===== config.mk =====
export PLATFORM = sky130hd
export DESIGN_NAME = dmem_arbiter
export DESIGN_NICKNAME = d
export VERILOG_FILES = /design/src/rtl/dmem_arbiter_pkg.sv /design/src/rtl/arb_lock_timer.sv /design/src/rtl/dmem_arbiter.sv
export SDC_FILE = /design/constraint.sdc
export NUM_CORES = 1
export LEC_CHECK = 0
export CORE_AREA = 2 2 120 122
export CTS_BUF_LIST = sky130_fd_sc_hd__clkbuf_8
export CTS_CLUSTER_SIZE = 30
export DETAILED_ROUTE_END_ITERATION = 10
export DIE_AREA = 0 0 122 124
export GPL_TIMING_DRIVEN = 0
export PLACE_DENSITY = 0.74
export SETUP_SLACK_MARGIN = 0.5
export SLEW_MARGIN = 25
export SYNTH_ARGS = -nofsm -noshare
export SYNTH_HDL_FRONTEND = slang
export SYNTH_SLANG_ARGS = --single-unit

===== constraint.sdc =====
create_clock -name clock -period 3 [get_ports clock]
set_input_delay 0.6 -clock clock [delete_from_list [all_inputs] [get_ports clock]]
set_output_delay 0.6 -clock clock [all_outputs]
set_load 0.02 [all_outputs]

===== src/rtl/dmem_arbiter_pkg.sv =====
// rtl/dmem_arbiter_pkg.sv - shared FSM encoding, requester IDs and lock limit for the dmem arbiter
package dmem_arbiter_pkg;

    typedef enum logic [1:0] {
        IDLE  = 2'd0,
        OWN_P = 2'd1,
        OWN_D = 2'd2
    } arb_state_t;

    localparam logic REQ_ID_P = 1'b0;
    localparam logic REQ_ID_D = 1'b1;

    localparam int LOCK_MAX_DEFAULT = 16;

endpackage


===== src/rtl/arb_lock_timer.sv =====
// rtl/arb_lock_timer.sv - counts cycles spent in an ownership state and flags forced release
module arb_lock_timer
    import dmem_arbiter_pkg::*;
#(
    parameter int LOCK_MAX = LOCK_MAX_DEFAULT
) (
    input  logic clock,
    input  logic reset,
    input  logic in_own,
    output logic expired
);

    localparam logic [7:0] LIMIT = 8'(LOCK_MAX);

    logic [7:0] cnt_q;
    logic [7:0] cnt_d;

    // IDLE always lasts at least one cycle, so holding zero there clears the count on OWN entry
    always_comb begin
        cnt_d = 8'd0;
        if (in_own) begin
            cnt_d = cnt_q + 8'd1;
        end
    end

    always_ff @(posedge clock) begin
        if (reset) begin
            cnt_q <= 8'd0;
        end else begin
            cnt_q <= cnt_d;
        end
    end

    assign expired = in_own && (cnt_q == LIMIT);

endmodule


===== src/rtl/dmem_arbiter.sv =====
// rtl/dmem_arbiter.sv - two-requester data-memory arbiter with round-robin and bounded locking
module dmem_arbiter
    import dmem_arbiter_pkg::*;
#(
    parameter int LOCK_MAX = LOCK_MAX_DEFAULT
) (
    input  logic        clock,
    input  logic        reset,
    input  logic        p_req,
    input  logic        d_req,
    input  logic        p_lock,
    input  logic        d_lock,
    input  logic [31:0] p_addr,
    input  logic [31:0] d_addr,
    input  logic [31:0] p_wdata,
    input  logic [31:0] d_wdata,
    input  logic        p_we,
    input  logic        p_byte,
    input  logic        p_half,
    input  logic        p_sext,
    input  logic        d_we,
    input  logic        d_byte,
    input  logic        d_half,
    input  logic        d_sext,
    output logic        p_ack,
    output logic        d_ack,
    output logic [31:0] p_rdata,
    output logic [31:0] d_rdata,
    output logic [31:0] addr_to_mem,
    output logic [31:0] data_to_mem,
    output logic        write_enable_to_mem,
    output logic        byte_to_mem,
    output logic        half_word_to_mem,
    output logic        sign_extend_to_mem,
    input  logic [31:0] data_from_mem,
    output logic        lock_timeout
);

    arb_state_t  state_q, state_d;
    logic        rr_q, rr_d;
    logic        p_ack_q, p_ack_d;
    logic        d_ack_q, d_ack_d;
    logic [31:0] p_rdata_q, p_rdata_d;
    logic [31:0] d_rdata_q, d_rdata_d;
    logic        p_elig, d_elig;
    logic        grant_p, grant_d;
    logic        expired;
    logic        owner_release;

    arb_lock_timer #(.LOCK_MAX(LOCK_MAX)) u_lock_timer (
        .clock   (clock),
        .reset   (reset),
        .in_own  (state_q != IDLE),
        .expired (expired)
    );

    always_comb begin
        p_elig  = p_req && !p_ack_q && (state_q != OWN_D);
        d_elig  = d_req && !d_ack_q && (state_q != OWN_P);
        grant_p = 1'b0;
        grant_d = 1'b0;
        // Granting is suppressed during reset so no write can reach memory in that cycle
        if (!reset) begin
            if (p_elig && d_elig) begin
                grant_p = (rr_q == REQ_ID_D);
                grant_d = (rr_q == REQ_ID_P);
            end else begin
                grant_p = p_elig;
                grant_d = d_elig;
            end
        end

        state_d       = state_q;
        owner_release = 1'b0;
        case (state_q)
            IDLE: begin
                if (grant_p && p_lock) begin
                    state_d = OWN_P;
                end else if (grant_d && d_lock) begin
                    state_d = OWN_D;
                end
            end
            OWN_P: begin
                owner_release = grant_p && !p_lock;
                if (expired || owner_release) begin
                    state_d = IDLE;
                end
            end
            OWN_D: begin
                owner_release = grant_d && !d_lock;
                if (expired || owner_release) begin
                    state_d = IDLE;
                end
            end
            default: state_d = IDLE;
        endcase
        lock_timeout = expired && !owner_release && !reset;

        rr_d = grant_p ? REQ_ID_P : (grant_d ? REQ_ID_D : rr_q);

        p_ack_d   = grant_p;
        d_ack_d   = grant_d;
        p_rdata_d = grant_p ? data_from_mem : p_rdata_q;
        d_rdata_d = grant_d ? data_from_mem : d_rdata_q;

        addr_to_mem         = 32'd0;
        data_to_mem         = 32'd0;
        write_enable_to_mem = 1'b0;
        byte_to_mem         = 1'b0;
        half_word_to_mem    = 1'b0;
        sign_extend_to_mem  = 1'b0;
        if (grant_p) begin
            addr_to_mem         = p_addr;
            data_to_mem         = p_wdata;
            write_enable_to_mem = p_we;
            byte_to_mem         = p_byte;
            half_word_to_mem    = p_half;
            sign_extend_to_mem  = p_sext;
        end else if (grant_d) begin
            addr_to_mem         = d_addr;
            data_to_mem         = d_wdata;
            write_enable_to_mem = d_we;
            byte_to_mem         = d_byte;
            half_word_to_mem    = d_half;
            sign_extend_to_mem  = d_sext;
        end
    end

    always_ff @(posedge clock) begin
        if (reset) begin
            state_q   <= IDLE;
            rr_q      <= REQ_ID_D;
            p_ack_q   <= 1'b0;
            d_ack_q   <= 1'b0;
            p_rdata_q <= 32'd0;
            d_rdata_q <= 32'd0;
        end else begin
            state_q   <= state_d;
            rr_q      <= rr_d;
            p_ack_q   <= p_ack_d;
            d_ack_q   <= d_ack_d;
            p_rdata_q <= p_rdata_d;
            d_rdata_q <= d_rdata_d;
        end
    end

    // A reset landing on a pending ack must hide it immediately, not one cycle later
    assign p_ack   = p_ack_q && !reset;
    assign d_ack   = d_ack_q && !reset;
    assign p_rdata = reset ? 32'd0 : p_rdata_q;
    assign d_rdata = reset ? 32'd0 : d_rdata_q;

endmodule


### Word level (Yosys, flattened, before mapping)

Cells that the tools add are included.

| word-level totals | value |
|---|---|
| register bits after elaboration | 77 |
| input port bits | 174 |
| output and inout port bits | 135 |
| word-level logic and storage cells | 71 |

| operators by class | value |
|---|---|
| add/sub/neg operators | 1 |
| equal/unequal tests | 8 |
| muxes and demuxes | 26 |
| bitwise logic cells | 2 |
| reductions and logical operators | 27 |

Operators by type and width:

| kind | number |
|---|---|
| $mux W32 | 6 |
| $logic_and A1 B1 Y1 | 14 |
| $mux W1 | 14 |
| $add A8 B1 Y8 const B | 1 |
| $eq A8 B5 Y1 const B | 1 |
| $mux W2 | 4 |
| $logic_not A1 Y1 | 6 |
| $ne A2 B2 Y1 const B | 3 |
| $pmux W2 S3 | 1 |
| $reduce_bool A2 Y1 | 2 |
| $ne A3 B3 Y1 const B | 1 |
| $reduce_and A3 Y1 | 1 |
| $eq A2 B1 Y1 const B | 1 |
| $eq A2 B2 Y1 const B | 1 |
| $logic_not A2 Y1 | 1 |
| $logic_or A1 B1 Y1 | 2 |
| $ne A2 B1 Y1 const B | 1 |
| $not A1 Y1 | 2 |
| $pmux W1 S2 | 1 |
| $reduce_or A2 Y1 | 1 |

### Longest topological paths before layout

| logic depth | value |
|---|---|
| depth in word-level cells | 11 |
| depth in mapped cells | 8 |
| gate-level depth less buffers | 6 |

### Cells and area by module

From an unflattened synthesis, not the netlist that was laid out.

| unflattened totals | value |
|---|---|
| cell total of the unflattened synthesis | 368 |
| area, all modules | 3848.7 um2 |

By module, submodules not included:

| module | times used | cells each | area each (um2) | sequential area each (um2) |
|---|---|---|---|---|
| dmem_arbiter | 1 | 328 | 3483.3 | 1381.3 |
| arb_lock_timer | 1 | 40 | 365.4 | 160.2 |

### Worst setup path before layout

OpenSTA, ideal clock, no wires.

| path | value |
|---|---|
| path type | register -> output |
| start | register state_q[1] |
| end | output addr_to_mem[0] |
| data arrival time | 1.890 ns |
| required time | 2.400 ns |
| slack | 0.510 ns |
| stages on the path, launching flop included | 8 |
| path buffers | 2 |
| cell sequence | dfxtp_1 inv_1 ha_1 or3b_1 a211oi_2 buf_4 buf_2 a22o_1 |

| on the way | value |
|---|---|
| word-level cells in the longest chain between the ends | 7 |
| elaborated cells between the ends (all ways) | 11 |
| classes of those cells | eq/ne (2); mux (6); reduce/logical (3) |

Ends and longest elaborated chain:

| what | line | text |
|---|---|---|
| start, declared | dmem_arbiter.sv:39 | `arb_state_t state_q, state_d;` |
| start signal, assigned | dmem_arbiter.sv:138 | `state_q <= state_d;` |
| $ne A2 B2 Y1 / $ne A2 B1 Y1 (equally long branches) | dmem_arbiter.sv:58, dmem_arbiter.sv:59 |  |
| $logic_and A1 B1 Y1 (on tied branches) | dmem_arbiter.sv:58, dmem_arbiter.sv:59 |  |
| $logic_and A1 B1 Y1 | dmem_arbiter.sv:64 | `if (p_elig && d_elig) begin` |
| $mux W1 | dmem_arbiter.sv:64 |  |
| $mux W1 | dmem_arbiter.sv:63 | `if (!reset) begin` |
| $mux W32 | dmem_arbiter.sv:119 | `end else if (grant_d) begin` |
| $mux W32 (*) | dmem_arbiter.sv:112 | `if (grant_p) begin` |
| end, declared | dmem_arbiter.sv:29 | `output logic [31:0] addr_to_mem,` |

Mark *: on every way between the ends. The rest lies on a longest branch, timed or not.

### Worst setup path after layout

| path | value |
|---|---|
| start | register state_q[0] |
| end | output addr_to_mem[2] |

The elaborated chain is that of the path after synthesis.

==> qor.yml <==
clock_network:
  numCtsBuffers: 9
  clkLatencyLatePin_ns: 0.36
  cts.path.max_buffers: 2
  root_buffer: "clkbuf_8"
  clk_pin_slew_ns: 0.08
  htree_levels: 3
  cts_tree: "yes"
  clock_sinks: 77
global_routing:
  antenna_found_initial: 0
  met2_usage_pct: 41.7
  grt_pass1_vias: 4669
  met3_usage_pct: 8.06
  grt-ovfl-total: 0
  grt_busiest_layer: "met2"
  grt_usage_pct: 22.9
  grtUsageMet1_pct: 24.6
  grt_start_max_net_pins: 15
  grt_pass1_wl_um: 26200
yosys:
  synth_largest_area_cell: "dfxtp_1"
  ys_warn_count: 0
  synth_top_area_share_pct: 40.0
  ys_top_cells_by_area: "dfxtp_1, mux2_2, a22o_1"
  synthCells: 367
  syn_area_per_cell_um2: 10.5
  syn-cell-area_um2: 3850
  syn_nets: 546
  synth_seq_area_share_pct: 40.0
  synth_seq_cells: 77
  yosysUniqueCellTypes: 34
power_and_ir_drop:
  p_leak_uw: 0.00359
  p_per_area_nw_per_um2: 393
  peakVddDrop_mv: 0.233
finish:
  area_delta_synth_final_pct: 108
  multiInputGateArea_um2: 2210
  final_nets: 913
  seq_area_um2: 1550
  diodes: 0
  final_layout_size_suffix_gt1_share_pct: 35.7
  fill_cells: 1205
  stdcell_count: 919
  fin_area_um2: 8020
  fin_util_pct: 58.5
setup_path:
  rrSetupSlack_ns: 0.59
  r2r-end: "d_rdata_q[21]"
  cp-end-kind: "primary output"
  reg2reg_depth: 10
  required_ns: 2.40
  critPathKind: "reg -> out"
  critPathArrivalTime_ns: 2.36
  worst_path_max_delay_cell: "or3b_4"
  critPathMostFrequentCell: "buf_6"
  cp-endpoint: "addr_to_mem[2]"
  critPathLaunchType: "register"
  crit_path_cell_trace: "buf_6, ha_4, or3b_4, a211oi_4, buf_6, buf_6, buf_6, a22o_1, buf_6"
  cpPeakStageDelay_ns: 0.39
  r2r_start: "state_q[0]"
  worstPathMaxFanout: 6
  cp-startpoint: "state_q[0]"
placed_design:
  dpl.cell_count: 855
  place.gp.congestion: 0.937
  portBuffers: 308
  dpl_cell_area_um2: 7160
  dpl_worst_slack_ns: -0.885
  dp_hpwl_um: 13800
route:
  wl_per_cell_um: 20.0
  drtPass1Iterations: 4
  routed_via_density: 4.87
  drtAntennaViolNets: 0
  drc: 0
  wl_um: 18400
  initialDrtViolationCount: 214
  vias: 4472
sta:
  setup_tns_ns: 0
  tightest_slew_ns: 0.432
  slew_viol_final: 0
  hold_viol: 0
  final.setup_skew_ns: 0.00830
  post-route-min-period_ns: 2.96
  maxSlewHeadroom_pct: 70.8
  final-setup-viol-count: 0
  fin_crit_sh_pct: 98.7
  fmax_mhz: 338
  rsz0062_at_grt: "yes"
  worst_slack_ns: 0.0401
min_path:
  min_path_type: "reg -> reg"
die:
  rows: 43
  core_area_um2: 13700
  die_h_um: 124
  io_pins: 309
  dieWidth_um: 122
  initial_utilization_pct: 28.1
  die_area_um2: 15100
status:
  status: "complete, no violations"
flow_run:
  maxCapViolCount: 0
cell usage after synthesis:
cell type  count
dfxtp_1       77
a22o_1        68
nor2b_1       66
mux2_2        64
buf_2         19
clkbuf_1       9
nor2_1         8
inv_1          7
nand3_1        7
ha_1           5
xor2_1         4
buf_4          3
a211oi_1       2
and3_1         2
nand2_1        2
nor4b_1        2
o211ai_1       2
o31ai_1        2
or3b_1         2
xnor2_1        2
a211o_1        1
a211oi_2       1
a21bo_2        1
a21boi_0       1
a21o_1         1
a32o_1         1
nand4b_1       1
nor3_2         1
nor3b_1        1
nor4_1         1
nor4bb_1       1
o311a_1        1
or2_2          1
or3b_2         1
power by group:
group	leakage (uW)	internal (uW)	total [uW]	switching (uW)
registers	0.000633	1110	1130	25.0
clock network	0.0000996	387	784	397
logic	0.00286	710	1240	528
total	0.00359	2210	3160	950
layout by cell type, fill, tap and decap left out, drive strengths merged, types with 5 or more instances in the layout:
cell and n:
dfxtp 77, a22o 68, mux2 64, dlygate4sd2 43
clkbuf 32, ha 5, nor2 8, inv 8
clkdlybuf4s15 13, nand3 7, buf 138, nor2b 66
clkdlybuf4s50 170
layer usage:
layer,vias to the layer above,routed length [um]
met1,2116,6560
met2,243,9420
li1,2073,-
met5,-,0
met3,40,1910
met4,0,516
worst max-delay path: cells and delay by family, from the launching register on:
family | cells | cell delay [ns]
simple gates | 1 | 0.39
flops | 1 | 0.34
buf+inv | 5 | 0.66
compound gates | 2 | 0.45
fa+ha+maj | 1 | 0.15
kinds of logic after synthesis:
kind of cell | count (synthesis) | share of synthesized area (%)
AND/OR/NAND/NOR | 96 | 15.3
buffers and inverters | 38 | 4.61
multiplexers | 64 | 18.7
AO/OA/AOI/OAI | 81 | 18.3
adder cells (fa/ha/maj) | 5 | 1.62
flip-flops | 77 | 40.0
XOR/XNOR | 6 | 1.36
final cells by class:
class                      instances  share of cell area [%]
clock inverter                     7                   0.920
tap                              180                    2.81
sequential                        77                    19.3
timing repair buffer             356                    43.9
inverter                           7                   0.328
clock buffer                       9                    1.54
multi-input combinational        252                    27.6
buffer                            31                    3.70
worst min-delay path by stage:
| stage | start | slack, ns | cells after the start | endpoint |
|---|---|---|---|---|
| floorplan | u_lock_timer.cnt_q[0] | 0.43 | 1 | u_lock_timer.cnt_q[0] |
| global placement | u_lock_timer.cnt_q[0] | 0.44 | 1 | u_lock_timer.cnt_q[0] |
| detailed placement | u_lock_timer.cnt_q[0] | 0.50 | 1 | u_lock_timer.cnt_q[0] |
| CTS | u_lock_timer.cnt_q[0] | 0.51 | 1 | u_lock_timer.cnt_q[0] |
| global route | u_lock_timer.cnt_q[0] | 0.53 | 1 | u_lock_timer.cnt_q[0] |
| finish | u_lock_timer.cnt_q[0] | 0.51 | 1 | u_lock_timer.cnt_q[0] |
registers in the layout, indices dropped and copies added, names as in the netlist:
register,count
p_ack_q,1
p_rdata_q,32
d_ack_q,1
rr_q,1
d_rdata_q,32
u_lock_timer.cnt_q,8
state_q,2
through the flow:
step	total power, uW	hold slack, ns
after floorplan	1650	0.426
after global placement	2210	0.436
after detailed placement	2230	0.495
after CTS	3160	0.505
after global routing	3300	0.527
final	3160	0.509
repair_timing:
action	4_1_cts	5_1_grt
hold buffers	0	0
setup buffers	29	5
gates resized for setup	602	39
cloned	13	1
endpoints found under the setup margin	145	128
pin swaps	44	24
Power figures use the tool's default switching activity.
